[src/rtl/enigma_pkg.sv]
// Shared constants for the Enigma keypress front end: alphabet size,
// letter width, Wehrmacht rotor turnover letters and FSM state encoding.
package enigma_pkg;

    localparam int ALPHA = 26;
    localparam int LW    = 5;

    // Alphabet bounds in letter width, so comparisons stay width-matched.
    localparam logic [LW-1:0] ALPHA_W     = 5'd26;
    localparam logic [LW-1:0] LAST_LETTER = 5'd25;

    // Turnover letters of the five Wehrmacht rotors.
    localparam int TURN_I   = 16;  // Q
    localparam int TURN_II  = 4;   // E
    localparam int TURN_III = 21;  // V
    localparam int TURN_IV  = 9;   // J
    localparam int TURN_V   = 25;  // Z

    // FSM state encoding.
    localparam logic [0:0] ST_IDLE = 1'b0;
    localparam logic [0:0] ST_HOLD = 1'b1;

    // Fold a 5-bit load value into 0..25 (5 bits never exceed 31, so one
    // subtraction of 26 is sufficient).
    function automatic logic [LW-1:0] reduce_letter(input logic [LW-1:0] v);
        return (v >= ALPHA_W) ? (v - ALPHA_W) : v;
    endfunction

endpackage

[src/rtl/enigma_pos_inc.sv]
// Combinational mod-26 position increment with enable; 25 wraps to 0 and
// the wrap itself never produces a carry.
module enigma_pos_inc
    import enigma_pkg::*;
(
    input  logic [LW-1:0] pos_in,
    input  logic          en,
    output logic [LW-1:0] pos_out
);

    // Advance one letter when enabled, otherwise pass the position through.
    always_comb begin
        pos_out = pos_in;
        if (en) begin
            pos_out = (pos_in == LAST_LETTER) ? '0 : (pos_in + 5'd1);
        end
    end

endmodule

[src/rtl/enigma_rotor_stepper.sv]
// Keypress front end: accepts one letter, steps the three rotors (with the
// middle-rotor double step) and holds letter plus post-step positions for
// the wheel path until it is consumed.
module enigma_rotor_stepper
    import enigma_pkg::*;
#(
    parameter int NOTCH0 = TURN_III,
    parameter int NOTCH1 = TURN_II,
    parameter int NOTCH2 = TURN_I
) (
    input  logic          clk,
    input  logic          reset,
    input  logic          load,
    input  logic [LW-1:0] load_pos0,
    input  logic [LW-1:0] load_pos1,
    input  logic [LW-1:0] load_pos2,
    input  logic          in_valid,
    output logic          in_ready,
    input  logic [LW-1:0] in_char,
    output logic          out_valid,
    input  logic          out_ready,
    output logic [LW-1:0] out_char,
    output logic [LW-1:0] out_pos0,
    output logic [LW-1:0] out_pos1,
    output logic [LW-1:0] out_pos2,
    output logic          out_err
);

    // Turnover letters indexed by rotor (0 = right/fast). The left rotor's
    // notch has nothing further left to drive but is kept for completeness.
    localparam logic [LW-1:0] NOTCH [3] = '{NOTCH0[LW-1:0], NOTCH1[LW-1:0], NOTCH2[LW-1:0]};

    logic [0:0]    state_q, state_d;
    logic [LW-1:0] pos_q   [3];
    logic [LW-1:0] pos_d   [3];
    logic [LW-1:0] pos_inc [3];
    logic [LW-1:0] load_raw[3];
    logic [LW-1:0] load_red[3];
    logic [LW-1:0] char_q, char_d;
    logic          err_q, err_d;
    logic [2:0]    step_en;
    logic          accept;
    logic          char_ok;

    assign load_raw[0] = load_pos0;
    assign load_raw[1] = load_pos1;
    assign load_raw[2] = load_pos2;

    assign in_ready  = (state_q == ST_IDLE) && !load;
    assign out_valid = (state_q == ST_HOLD);
    assign accept    = in_valid && in_ready;
    assign char_ok   = (in_char < ALPHA_W);

    // Step enables from pre-step positions: the middle rotor also steps
    // when it sits on its own notch, which is the double-step anomaly.
    assign step_en[0] = 1'b1;
    assign step_en[1] = (pos_q[0] == NOTCH[0]) || (pos_q[1] == NOTCH[1]);
    assign step_en[2] = (pos_q[1] == NOTCH[1]);

    // One incrementer and one load reducer per rotor; an out-of-range
    // letter suppresses every step.
    generate
        for (genvar gi = 0; gi < 3; gi++) begin : g_rotor
            enigma_pos_inc u_inc (
                .pos_in  (pos_q[gi]),
                .en      (step_en[gi] && char_ok),
                .pos_out (pos_inc[gi])
            );
            assign load_red[gi] = reduce_letter(load_raw[gi]);
        end
    endgenerate

    // Next-state: load overrides everything, then accept, then consume.
    always_comb begin
        state_d = state_q;
        pos_d   = pos_q;
        char_d  = char_q;
        err_d   = err_q;
        if (load) begin
            state_d = ST_IDLE;
            pos_d   = load_red;
        end else if (accept) begin
            state_d = ST_HOLD;
            pos_d   = pos_inc;
            char_d  = in_char;
            err_d   = !char_ok;
        end else if ((state_q == ST_HOLD) && out_ready) begin
            state_d = ST_IDLE;
        end
    end

    // State registers with synchronous reset, which beats load.
    always_ff @(posedge clk) begin
        if (reset) begin
            state_q <= ST_IDLE;
            char_q  <= '0;
            err_q   <= 1'b0;
            for (int i = 0; i < 3; i++) begin
                pos_q[i] <= '0;
            end
        end else begin
            state_q <= state_d;
            char_q  <= char_d;
            err_q   <= err_d;
            for (int i = 0; i < 3; i++) begin
                pos_q[i] <= pos_d[i];
            end
        end
    end

    assign out_char = char_q;
    assign out_err  = err_q;
    assign out_pos0 = pos_q[0];
    assign out_pos1 = pos_q[1];
    assign out_pos2 = pos_q[2];

endmodule

[config.mk]
export PLATFORM = sky130hd
export DESIGN_NAME = enigma_rotor_stepper
export DESIGN_NICKNAME = d
export VERILOG_FILES = /design/src/rtl/enigma_pkg.sv /design/src/rtl/enigma_pos_inc.sv /design/src/rtl/enigma_rotor_stepper.sv
export SDC_FILE = /design/constraint.sdc
export NUM_CORES = 1
export LEC_CHECK = 0
export ABC_AREA = 1
export ABC_CLOCK_PERIOD_IN_PS = 2430
export BUFFER_PORTS_ARGS = -buffer_cell sky130_fd_sc_hd__buf_4
export CORE_UTILIZATION = 30
export DETAILED_ROUTE_END_ITERATION = 12
export SYNTH_ARGS = -nofsm -noshare
export SYNTH_HDL_FRONTEND = slang
export SYNTH_HIERARCHICAL = 1
export SYNTH_SLANG_ARGS = --single-unit
export TNS_END_PERCENT = 10
[constraint.sdc]
create_clock -name clk -period 2.43 [get_ports clk]
set_clock_uncertainty 0.05 [all_clocks]
set_input_delay 0.1215 -clock clk [delete_from_list [all_inputs] [get_ports clk]]
set_output_delay 0.1215 -clock clk [all_outputs]
set_load 0.01 [all_outputs]
==> reports/metrics.yaml, run 1 <==
hold_path:
  hold_path_class: "input port to flop"
  hp-start: "in_char[2]"
  hold_end: "out_char[2]"
  hold_depth: 3
cts:
  cts_tree: "yes"
  clkSinkCount: 22
  cts_buffer_depth: 2
  path_clk_slew_ns: 0.09
  cts_hold_buffers: 1
  cts_resized: 0
  cts_setup_buffers: 0
  htreeDepth: 1
  cts-root-buf: "clkbuf_8"
  clock_latency_ns: 0.27
  cts_buffers: 3
worst_setup_path:
  rr_worst_depth: 10
  cp-startpoint: "out_pos0[2]"
  cp_max_fo: 7
  path_class: "flop to flop"
  reg2reg_to: "out_pos1[2]"
  ff2ff_setup_slack_ns: 0.36
  cp.required_ns: 2.54
  reg2reg_from: "out_pos0[2]"
  cp-end-kind: "flop"
  cp-start-kind: "flop"
  crit_arrival_ns: 2.17
sta:
  fin_crit_ns: 2.066
  slew_violations: 0
  rsz0062_at_grt: "false"
  fin_crit_sh_pct: 85.03
  max_freq_mhz: 484.0
  fin_setup_tns_ns: 0
  setup_viol: 0
  relSlewSlack_pct: 66.47
  hold_viol: 0
  tightest_slew_ns: 0.5030
detailed_routing:
  vias_per_cell: 4.678
  drtIter0Drc: 84
  avgRoutedWirePerCell_um: 10.79
  route.detailed.drc: 0
  wl_mm: 4.393
  drt.antenna.violating_nets: 0
  dr_total_vias: 1904
  dr.pass1.iters: 4
job:
  maxCapViolCount: 0
floorplanning:
  die-area_sq_um: 6084
  rows: 27
  initial_core_util_pct: 31.28
  die_h_um: 78
  die_w_um: 78
  design.portCount: 48
  core_area_sq_um: 5540
power_and_ir_drop:
  vdd_ir_drop_max_mv: 0.2193
  leakage_nw: 1.116
  power_density_nw_per_um2: 450.2
yosys:
  syn_avg_cell_area_sq_um: 5.996
  synth_area_sq_um: 1733
  ys_warn_count: 6
  netlist_instances: 289
  synth_fp_nets: 323
  synth_top_area_cell: "dfxtp_1"
  synthTopCellsByArea: "dfxtp_1 25%, nand2_1 14%, nor2_1 11%"
  synth_seq_cells: 22
  synthDominantCellAreaShare_pct: 25.42
  synth_cell_type_count: 28
  yosysSeqAreaShare_pct: 25.42
global_route:
  grt_pass1_wl_mm: 7.707
  grtUsageTotal_pct: 15.30
  overflow: 0
  grt_max_degree: 23
  grt_pass1_vias: 1787
  antenna_found_initial: 0
final_layout:
  drive_above_1_share_pct: 19.40
  multi_input_area_sq_um: 1101
  diodes: 0
  fill_cells: 634
  area_delta_synth_final_pct: 27.36
  final_area_sq_um: 2207
  register_area_sq_um: 440.4
  fin_nets: 370
placement:
  gp_congestion: 0.8159
  port_buffers: 47
  place_area_sq_um: 2142
  place_hpwl_mm: 3.327
run_status:
  status: "finished clean"
==> critical path: stages (launching register included) <==
cell	delay (ns)
dfxtp_1	0.44
nand2_1	0.08
nor2_1	0.08
nand3b_1	0.08
a21oi_1	0.42
nand3_1	0.24
inv_1	0.12
nor2_1	0.04
or2_2	0.26
nand2_1	0.07
a21oi_1	0.05
==> how the worst max path moves through the flow <==
stage | endpoint | slack (ns)
floorplan | out_pos1[2] | 0.56
global placement | out_pos1[2] | 0.46
detailed placement | out_pos1[2] | 0.39
CTS | out_pos1[2] | 0.37
global route | out_pos1[4] | 0.13
finish | out_pos1[2] | 0.36
==> cells in the final DEF, fill, tap and decap left out, types with 2 or more instances in the layout <==
cell type	n
or2_2	3
o21ai_1	3
ha_1	9
nand4_1	3
nor2_1	51
inv_2	2
a31o_2	3
nor3_1	4
dfxtp_1	22
nand2_1	64
o21ai_0	20
a31oi_1	4
a21oi_1	14
xor2_1	3
nand2_2	4
o221ai_1	2
nand3_1	19
xnor2_1	3
inv_1	39
nand3b_1	3
clkbuf_8	4
o21a_1	3
buf_4	47
nor2_2	2
==> sequential cells by signal, indices dropped and copies added, names as in the netlist <==
signal / flops
out_pos0: 5
out_char: 5
out_pos1: 5
out_valid: 1
out_err: 1
out_pos2: 5
==> per-stage QoR <==
| step | utilization (%) | setup WS, ns | power (mW) | hold WS [ns] | instances |
|---|---|---|---|---|---|
| final | 39.84 | 0.3638 | 0.9937 | 0.06139 | 407 |
| after global routing | 39.84 | 0.1254 | 1.058 | 0.08481 | 407 |
| after CTS | 39.84 | 0.3726 | 0.9998 | 0.05786 | 407 |
| after detailed placement | 38.66 | 0.3851 | 0.7243 | 0.2862 | 402 |
| after global placement | 38.66 | 0.4592 | 0.7207 | 0.2860 | 402 |
| after floorplan | - | 0.5562 | 0.6035 | 0.1406 | 289 |
==> synthesized netlist by cell type <==
library cell  number
nand3_1           19
buf_2              3
nor2_1            51
a21oi_1           14
a31o_2             3
dfxtp_1           22
xor2_1             3
clkinv_1           1
nand2_2            4
clkbuf_1           2
buf_6              1
nand2_1           64
nand4_1            3
or2_2              3
o21ai_1            3
nor2_2             2
o211ai_1           1
nand3b_1           3
inv_1             39
xnor2_1            3
nor3_1             4
a31oi_1            4
o21a_1             3
ha_1               9
o221ai_1           2
a22oi_1            1
o21ai_0           20
inv_2              2
==> layout make-up <==
type | instances | area share [%]
tap | 72 | 4.082
sequential | 22 | 19.95
multi-input combinational | 219 | 49.89
clock buffer | 4 | 2.494
timing repair buffer | 48 | 16.44
inverter | 42 | 7.143
==> cell families (layout without fill, tap and decap cells) <==
family / count (synthesis) / after routing / share of synthesized area [%]
AO/OA/AOI/OAI: 51 / 51 / 16.82
XOR/XNOR: 6 / 6 / 3.033
adder cells (fa/ha/maj): 9 / 9 / 6.498
buffers and inverters: 48 / 94 / 11.05
flip-flops: 22 / 22 / 25.42
AND/OR/NAND/NOR: 153 / 153 / 37.18
==> power breakdown <==
part / leakage, nW / total, mW / internal, mW / switching [mW]
clock: 0.0288 / 0.278 / 0.145 / 0.133
combinational: 0.905 / 0.289 / 0.136 / 0.154
sequential: 0.182 / 0.427 / 0.388 / 0.0382
==> routing by layer <==
metal	wire [um]	GRT usage, %	share of wire, %
met1	2164	20.01	49
met2	2012	26.81	46
met3	175	1.412	4.0
met4	41	3.889	0.93
met5	0	0	0
Note: power is estimated with default switching activity, not from simulation.
==> inputs of run 2 (changes only) <==
--- a/config.mk
+++ b/config.mk
@@ -10,8 +10,8 @@
 export BUFFER_PORTS_ARGS = -buffer_cell sky130_fd_sc_hd__buf_4
 export CORE_UTILIZATION = 30
 export DETAILED_ROUTE_END_ITERATION = 12
+export SLEW_MARGIN = 10
 export SYNTH_ARGS = -nofsm -noshare
 export SYNTH_HDL_FRONTEND = slang
-export SYNTH_HIERARCHICAL = 1
 export SYNTH_SLANG_ARGS = --single-unit
 export TNS_END_PERCENT = 10
==> run 2 against run 1 <==
Compared with the run above:
- register-to-register slack better by 0.51 ns
- cell area decreased by 3.3%
- first-iteration DRC count increased by 32%
- highest routed layer unchanged
==> reports/metrics.yaml, run 2 <==
sta:
  relSlewSlack_pct: 66.69  # +0.22 points
  slew_violations: 0  # unchanged
  fin_setup_tns_ns: 0  # unchanged
  tightest_slew_ns: 0.4991  # -0.003869 ns
  hold_viol: 0  # unchanged
  fin_hold_ws_ns: 0.02942  # -0.03198 ns
  fin_crit_ns: 1.553  # -0.5131 ns
  timing.final.ws_setup_ns: 0.8770  # +0.5131 ns
  fin_crit_sh_pct: 63.91  # -21 points
  setup_viol: 0  # unchanged
  rsz0062_at_grt: "false"
  max_freq_mhz: 643.9  # +33%
placement:
  dpl_worst_slack_ns: 0.9001  # +0.5151 ns
  gp_congestion: 0.7949  # -2.6%
  placedCellCount: 369  # -8.2%
  place_area_sq_um: 2093  # -2.3%
  port_buffers: 47  # unchanged
  place_hpwl_mm: 3.122  # -6.2%
power_and_ir_drop:
  p_total_uw: 961.7  # -3.2%
  leakage_nw: 1.063  # -4.8%
  power_density_nw_per_um2: 450.5  # about the same
  vdd_ir_drop_max_mv: 0.2114  # -3.6%
worst_setup_path:
  path_class: "flop to flop"
  slowest_delay_ns: 0.37  # -0.07 ns
  crit_buf_inv: 2  # +1
  reg2reg_from: "out_pos1[0]"
  critical_path.cell_chain: "inv_1 > ha_1 > inv_1 > nor2_1 > nand2_1 > nand2_2 > nand3_4 > nand2_2 > nand2_1 > nor2_1 > nor2_1"
  critPathTopFamily: "simple AND/OR/NAND/NOR gates"
  cp-end-kind: "flop"
  cp-start-kind: "flop"
  crit_top_cell: "nor2_1"
  crit_arrival_ns: 1.66  # -0.51 ns
  critPathSlowestCell: "dfxtp_1"
  cp_max_fo: 12  # +5
  ff2ff_setup_slack_ns: 0.88  # +0.51 ns
  cp.required_ns: 2.53  # about the same
  reg2reg_to: "out_pos1[2]"
  rr_worst_depth: 11  # +1
cts:
  path_clk_slew_ns: 0.08  # about the same
  cts_tree: "yes"
  clock_latency_ns: 0.26  # about the same
  cts_buffer_depth: 2  # unchanged
  cts-root-buf: "clkbuf_8"
  cts_buffers: 3  # unchanged
  cts_resized: 0  # unchanged
  clkSinkCount: 22  # unchanged
  cts_hold_buffers: 0  # -1
  htreeDepth: 1  # unchanged
  cts_setup_buffers: 0  # unchanged
floorplanning:
  die_h_um: 76.95  # -1.3%
  die-area_sq_um: 5921  # -2.7%
  initial_core_util_pct: 31.98  # +0.70 points
  core_area_sq_um: 5270  # -4.9%
  design.portCount: 48  # unchanged
  die_w_um: 76.95  # -1.3%
  rows: 26  # -3.7%
global_route:
  grt_pass1_vias: 1528  # -14%
  antenna_found_initial: 0  # unchanged
  grt_pass1_wl_mm: 6.865  # -11%
  grt_max_degree: 19  # -17%
  grtUsageTotal_pct: 14.06  # -1.2 points
  overflow: 0  # unchanged
job:
  maxCapViolCount: 0  # unchanged
yosys:
  synth_fp_nets: 291  # -9.9%
  synth_ff_type: "dfxtp_1"
  synth_area_sq_um: 1685  # -2.7%
  synth.top_cells.by_count: "58 x nand2_1, 31 x nor2_1, 30 x inv_1, 28 x nand3_1, 22 x dfxtp_1"
  yosysSeqAreaShare_pct: 26.13  # +0.72 points
  syn_avg_cell_area_sq_um: 6.583  # +9.8%
  synth_edf_count: 0  # unchanged
  synthTopCellsByArea: "dfxtp_1 26%, nand2_1 13%, nand3_1 8.3%"
  async_flop_share_pct: 0  # unchanged
  synthDominantCellAreaShare_pct: 26.13  # +0.72 points
  synth_most_common_cell: "nand2_1"
  netlist_instances: 256  # -11%
  synth_seq_cells: 22  # unchanged
  synth_top_area_cell: "dfxtp_1"
  ys_warn_count: 0  # -6
  synth_cell_type_count: 33  # +18%
final_layout:
  diodes: 0  # unchanged
  final_cell_mix: "58 x nand2_1, 47 x buf_4, 31 x nor2_1"
  fin_nets: 339  # -8.4%
  final_area_sq_um: 2135  # -3.3%
  final_common_cell: "nand2_1"
  finish.utilization_pct: 40.50  # +0.67 points
  final_cells: 372  # -8.6%
  area_delta_synth_final_pct: 26.65
  drive_above_1_share_pct: 23.84  # +4.4 points
detailed_routing:
  wl_met1_mm: 2.013  # -7.0%
  dr.pass1.iters: 4  # unchanged
  route.detailed.drc: 0  # unchanged
  highest_layer: "met4"
  drtIter0Drc: 111  # +32%
  vias_per_cell: 4.581  # -2.1%
  dr_total_vias: 1704  # -11%
  avgRoutedWirePerCell_um: 10.75  # -0.40%
  drt.antenna.violating_nets: 0  # unchanged
  wl_met2_mm: 1.768  # -12%
  wl_met3_um: 202  # +15%
  wl_mm: 3.999  # -9.0%
hold_path:
  hold_depth: 2  # -1
  hp-start: "reset"
  hold_end: "out_pos2[0]"
  hold_path_class: "input port to flop"
run_status:
  status: "finished clean"
run 2: cell types whose count changed after synthesis, moves of 4 or more:
cell,delta
nand3_1,+9
o21ai_0,-11
a31oi_1,-4
nor2_1,-20
nand2_1,-6
inv_1,-9
run 2: layer usage:
| layer | up-vias | track usage, % |
|---|---|---|
| li1 | 914 | - |
| met1 | 748 | 19.15 |
| met2 | 40 | 23.39 |
| met3 | 2 | 1.905 |
| met4 | 0 | 2.885 |
| met5 | - | 0 |
run 2: layout make-up:
| class | count | area (sq um) |
|---|---|---|
| Clock buffer | 3 | 41.29 |
| Fill cell | 575 | 3136 |
| Inverter | 37 | 141.4 |
| Multi-Input combinational cell | 193 | 1071 |
| Sequential cell | 22 | 440.4 |
| Tap cell | 70 | 87.58 |
| Timing Repair Buffer | 47 | 352.8 |
run 2: worst max-delay path by stage:
stage	from	end	slack, ns	cells after the start
after floorplan	out_pos1[0]	out_pos1[1]	1.0	11
after global placement	out_pos1[0]	out_pos1[1]	0.93	11
after detailed placement	out_pos1[0]	out_pos1[2]	0.90	11
after CTS	out_pos1[0]	out_pos1[1]	0.89	11
after global routing	out_pos1[0]	out_pos1[2]	0.70	11
final	out_pos1[0]	out_pos1[2]	0.88	11
run 2: power by group:
| group | internal [mW] | switching (mW) | leakage (nW) | total, mW |
|---|---|---|---|---|
| Sequential | 0.391 | 0.0392 | 0.182 | 0.431 |
| Clock | 0.110 | 0.110 | 0.0216 | 0.220 |
| Combinational | 0.139 | 0.172 | 0.859 | 0.311 |
| Total | 0.641 | 0.321 | 1.06 | 0.962 |
run 2: logic make-up (layout without fill, tap and decap cells):
group,Yosys count,count (layout),share of synthesized area (%)
buffers and inverters,41,87,10.32
AOI/OAI and AO/OA,40,40,13.29
DFF,22,22,26.13
xor gates and xnor gates,8,8,4.158
and+or+nand+nor,135,135,38.68
adders and majority gates,10,10,7.424
==> inputs of run 3 (changes only) <==
--- a/config.mk
+++ b/config.mk
@@ -6,7 +6,7 @@
 export NUM_CORES = 1
 export LEC_CHECK = 0
 export ABC_AREA = 1
-export ABC_CLOCK_PERIOD_IN_PS = 2430
+export ABC_CLOCK_PERIOD_IN_PS = 1250
 export BUFFER_PORTS_ARGS = -buffer_cell sky130_fd_sc_hd__buf_4
 export CORE_UTILIZATION = 30
 export DETAILED_ROUTE_END_ITERATION = 12
==> constraint.sdc (replaced) <==
create_clock -name clk -period 1.25 [get_ports clk]
set_clock_uncertainty 0.05 [all_clocks]
set_input_delay 0.0625 -clock clk [delete_from_list [all_inputs] [get_ports clk]]
set_output_delay 0.0625 -clock clk [all_outputs]
set_load 0.01 [all_outputs]
==> run 3 against run 2 <==
Compared with the run above:
- worst setup slack got worse by 0.97 ns
- the run now ends with negative setup slack left
- total power up 120%
- utilization rose by 7.6 points
- via count grew 10%
- die area unchanged
- critical path depth is 1 lower
==> reports/metrics.yaml, run 3 (same netlist as run 2, synthesis figures left out) <==
final_layout:
  fill_cells: 551  # -4.2%
  final_cell_mix: "73 x buf_4, 52 x nand2_1, 26 x inv_1"
  drive_above_1_share_pct: 40.60  # +17 points
  final_common_cell: "buf_4"
  diodes: 0  # unchanged
  multi_input_area_sq_um: 1189  # +11%
  finish.utilization_pct: 48.15  # +7.6 points
  fin_nets: 371  # +9.4%
  area_delta_synth_final_pct: 50.56
  register_area_sq_um: 455.4  # +3.4%
floorplanning:
  rows: 26  # unchanged
  core_area_sq_um: 5270  # unchanged
  die_w_um: 76.95  # unchanged
  die_h_um: 76.95  # unchanged
  initial_core_util_pct: 31.98  # unchanged
  design.portCount: 48  # unchanged
  die-area_sq_um: 5921  # unchanged
power_and_ir_drop:
  p_seq_share_pct: 39.0  # -5.8 points
  power_density_nw_per_um2: 833.6  # +85%
  p_comb_share_pct: 39.4  # +7.0 points
  vdd_ir_drop_max_mv: 0.4558  # +120%
  p_int_mw: 1.391  # +120%
  leakage_nw: 1.245  # +17%
  switchingPower_uw: 724.6  # +130%
  clockPowerShare_pct: 21.6  # -1.3 points
  swShare_pct: 34.26  # +0.92 points
sta:
  relSlewSlack_pct: 69.71  # +3.0 points
  max_freq_mhz: 744.4  # +16%
  rsz0062_at_grt: "true"
  setup_viol: 11  # +11
  fin_setup_tns_ns: -0.7480  # -0.7480 ns
  slew_violations: 0  # unchanged
  hold_viol: 0  # unchanged
  timing.final.ws_setup_ns: -0.09343  # -0.9704 ns
  fin_crit_sh_pct: 107.5  # +44 points
  tightest_slew_ns: 0.4516  # -0.04752 ns
  fin_crit_ns: 1.343  # -0.2096 ns
detailed_routing:
  wl_mm: 4.511  # +13%
  route.detailed.drc: 0  # unchanged
  dr_total_vias: 1875  # +10%
  drtIter0Drc: 64  # -42%
  vias_per_cell: 4.630  # +1.1%
  avgRoutedWirePerCell_um: 11.14  # +3.6%
  dr.pass1.iters: 4  # unchanged
  drt.antenna.violating_nets: 0  # unchanged
cts:
  cts_tree: "yes"
  clkSinkCount: 22  # unchanged
  cts_buffer_depth: 2  # unchanged
  htreeDepth: 1  # unchanged
  cts_buffers: 3  # unchanged
  path_clk_slew_ns: 0.08  # about the same
  clock_latency_ns: 0.26  # about the same
  cts-root-buf: "clkbuf_8"
placement:
  dpl_worst_slack_ns: -0.1755  # -1.076 ns
  place_hpwl_mm: 3.565  # +14%
  port_buffers: 47  # unchanged
  gp_congestion: 0.8019  # +0.88%
global_route:
  grt_max_degree: 13  # -6
  grtUsageTotal_pct: 16.42  # +2.4 points
  antenna_found_initial: 0  # unchanged
  overflow: 0  # unchanged
  grt_pass1_wl_mm: 7.941  # +16%
  grt_pass1_vias: 1774  # +16%
worst_setup_path:
  crit_buf_inv: 3  # +1
  critical_path.cell_chain: "inv_4 > ha_4 > inv_2 > nor2_4 > nand2_2 > nand2_2 > nand3_4 > buf_6 > nor3_4 > nor2_1"
  cp-start-kind: "flop"
  critPathTopFamily: "simple AND/OR/NAND/NOR gates"
  crit_top_cell: "nand2_2"
  cp.required_ns: 1.36  # -1.17 ns
  slowest_delay_ns: 0.36  # about the same
  cp-end-kind: "flop"
  cp_max_fo: 6  # -6
  path_class: "flop to flop"
  crit_arrival_ns: 1.45  # -0.21 ns
  critPathSlowestCell: "dfxtp_4"
run_status:
  status: "complete, but fails checks"
  violations: "negative setup slack"
job:
  maxCapViolCount: 0  # unchanged
hold_path:
  hold_path_class: "input port to flop"
[run 3: cell types whose count changed in the layout (fill, tap and decap cells not counted), sizes merged]
| cell | before | now |
|---|---|---|
| buf | 47 | 77 |
| clkinv | 1 | 2 |
| dlygate4sd3 | 0 | 2 |
[run 3: layout make-up]
| cell class | instances | area share, % |
|---|---|---|
| Sequential cell | 22 | 17.95 |
| Clock buffer | 3 | 1.627 |
| Clock inverter | 1 | 0.1479 |
| Multi-Input combinational cell | 193 | 46.84 |
| Tap cell | 70 | 3.452 |
| Inverter | 37 | 5.819 |
| Timing Repair Buffer | 79 | 24.16 |
[run 3: timing repair]
action | CTS | global route
hold buffers | 2 | 0
resized for setup | 21 | 11
hold endpoints to repair | 5 | 0
pin swaps | 6 | 4
endpoints found under the setup margin | 17 | 17
buffers inserted | 0 | 1
[run 3: power groups by stage]
stage | clock, mW | combinational, mW | sequential (mW)
2_1_floorplan | 0 | 0.389 | 0.871
4_1_cts | 0.469 | 0.816 | 0.823
5_1_grt | 0.500 | 0.927 | 0.835
3_5_place_dp | 0 | 0.778 | 0.834
3_3_place_gp | 0 | 0.768 | 0.834
6_report | 0.457 | 0.833 | 0.825
[run 3: worst register-to-register path: stages, from the launching register on]
cell and delay [ns]:
dfxtp_4 0.36, inv_4 0.06, ha_4 0.13, inv_2 0.04, nor2_4 0.09, nand2_2 0.06, nand2_2 0.07, nand3_4 0.08
buf_6 0.15, nor3_4 0.10, nor2_1 0.06
[run 3: metrics by stage]
stage	hold slack [ns]	std cells	instance area [sq um]	power, mW
finish	0.007517	405	2537	2.115
global placement	0.2307	398	2370	1.602
detailed placement	0.2294	398	2370	1.612
global route	0.02452	405	2537	2.263
floorplan	0.07415	256	1748	1.260
CTS	0.003415	404	2496	2.108
[run 3: worst paths after layout]
path / startpoint / slack [ns] / cells after the start / endpoint
max: out_pos1[1] / -0.09 / 10 / out_pos2[3]
min: in_char[3] / 0.008 / 3 / out_char[3]
max reg2reg: out_pos1[1] / -0.09 / 10 / out_pos2[3]
min reg2reg: out_char[0] / 0.44 / 2 / out_char[0]
[run 3: per-layer routing]
layer | vias up | part of all wire [%] | track usage, %
met5 | - | 0 | 0
met1 | 839 | 46 | 20.88
met3 | 6 | 3.5 | 2.024
met4 | 0 | 1.3 | 5.192
li1 | 990 | - | -
met2 | 40 | 49 | 28.48
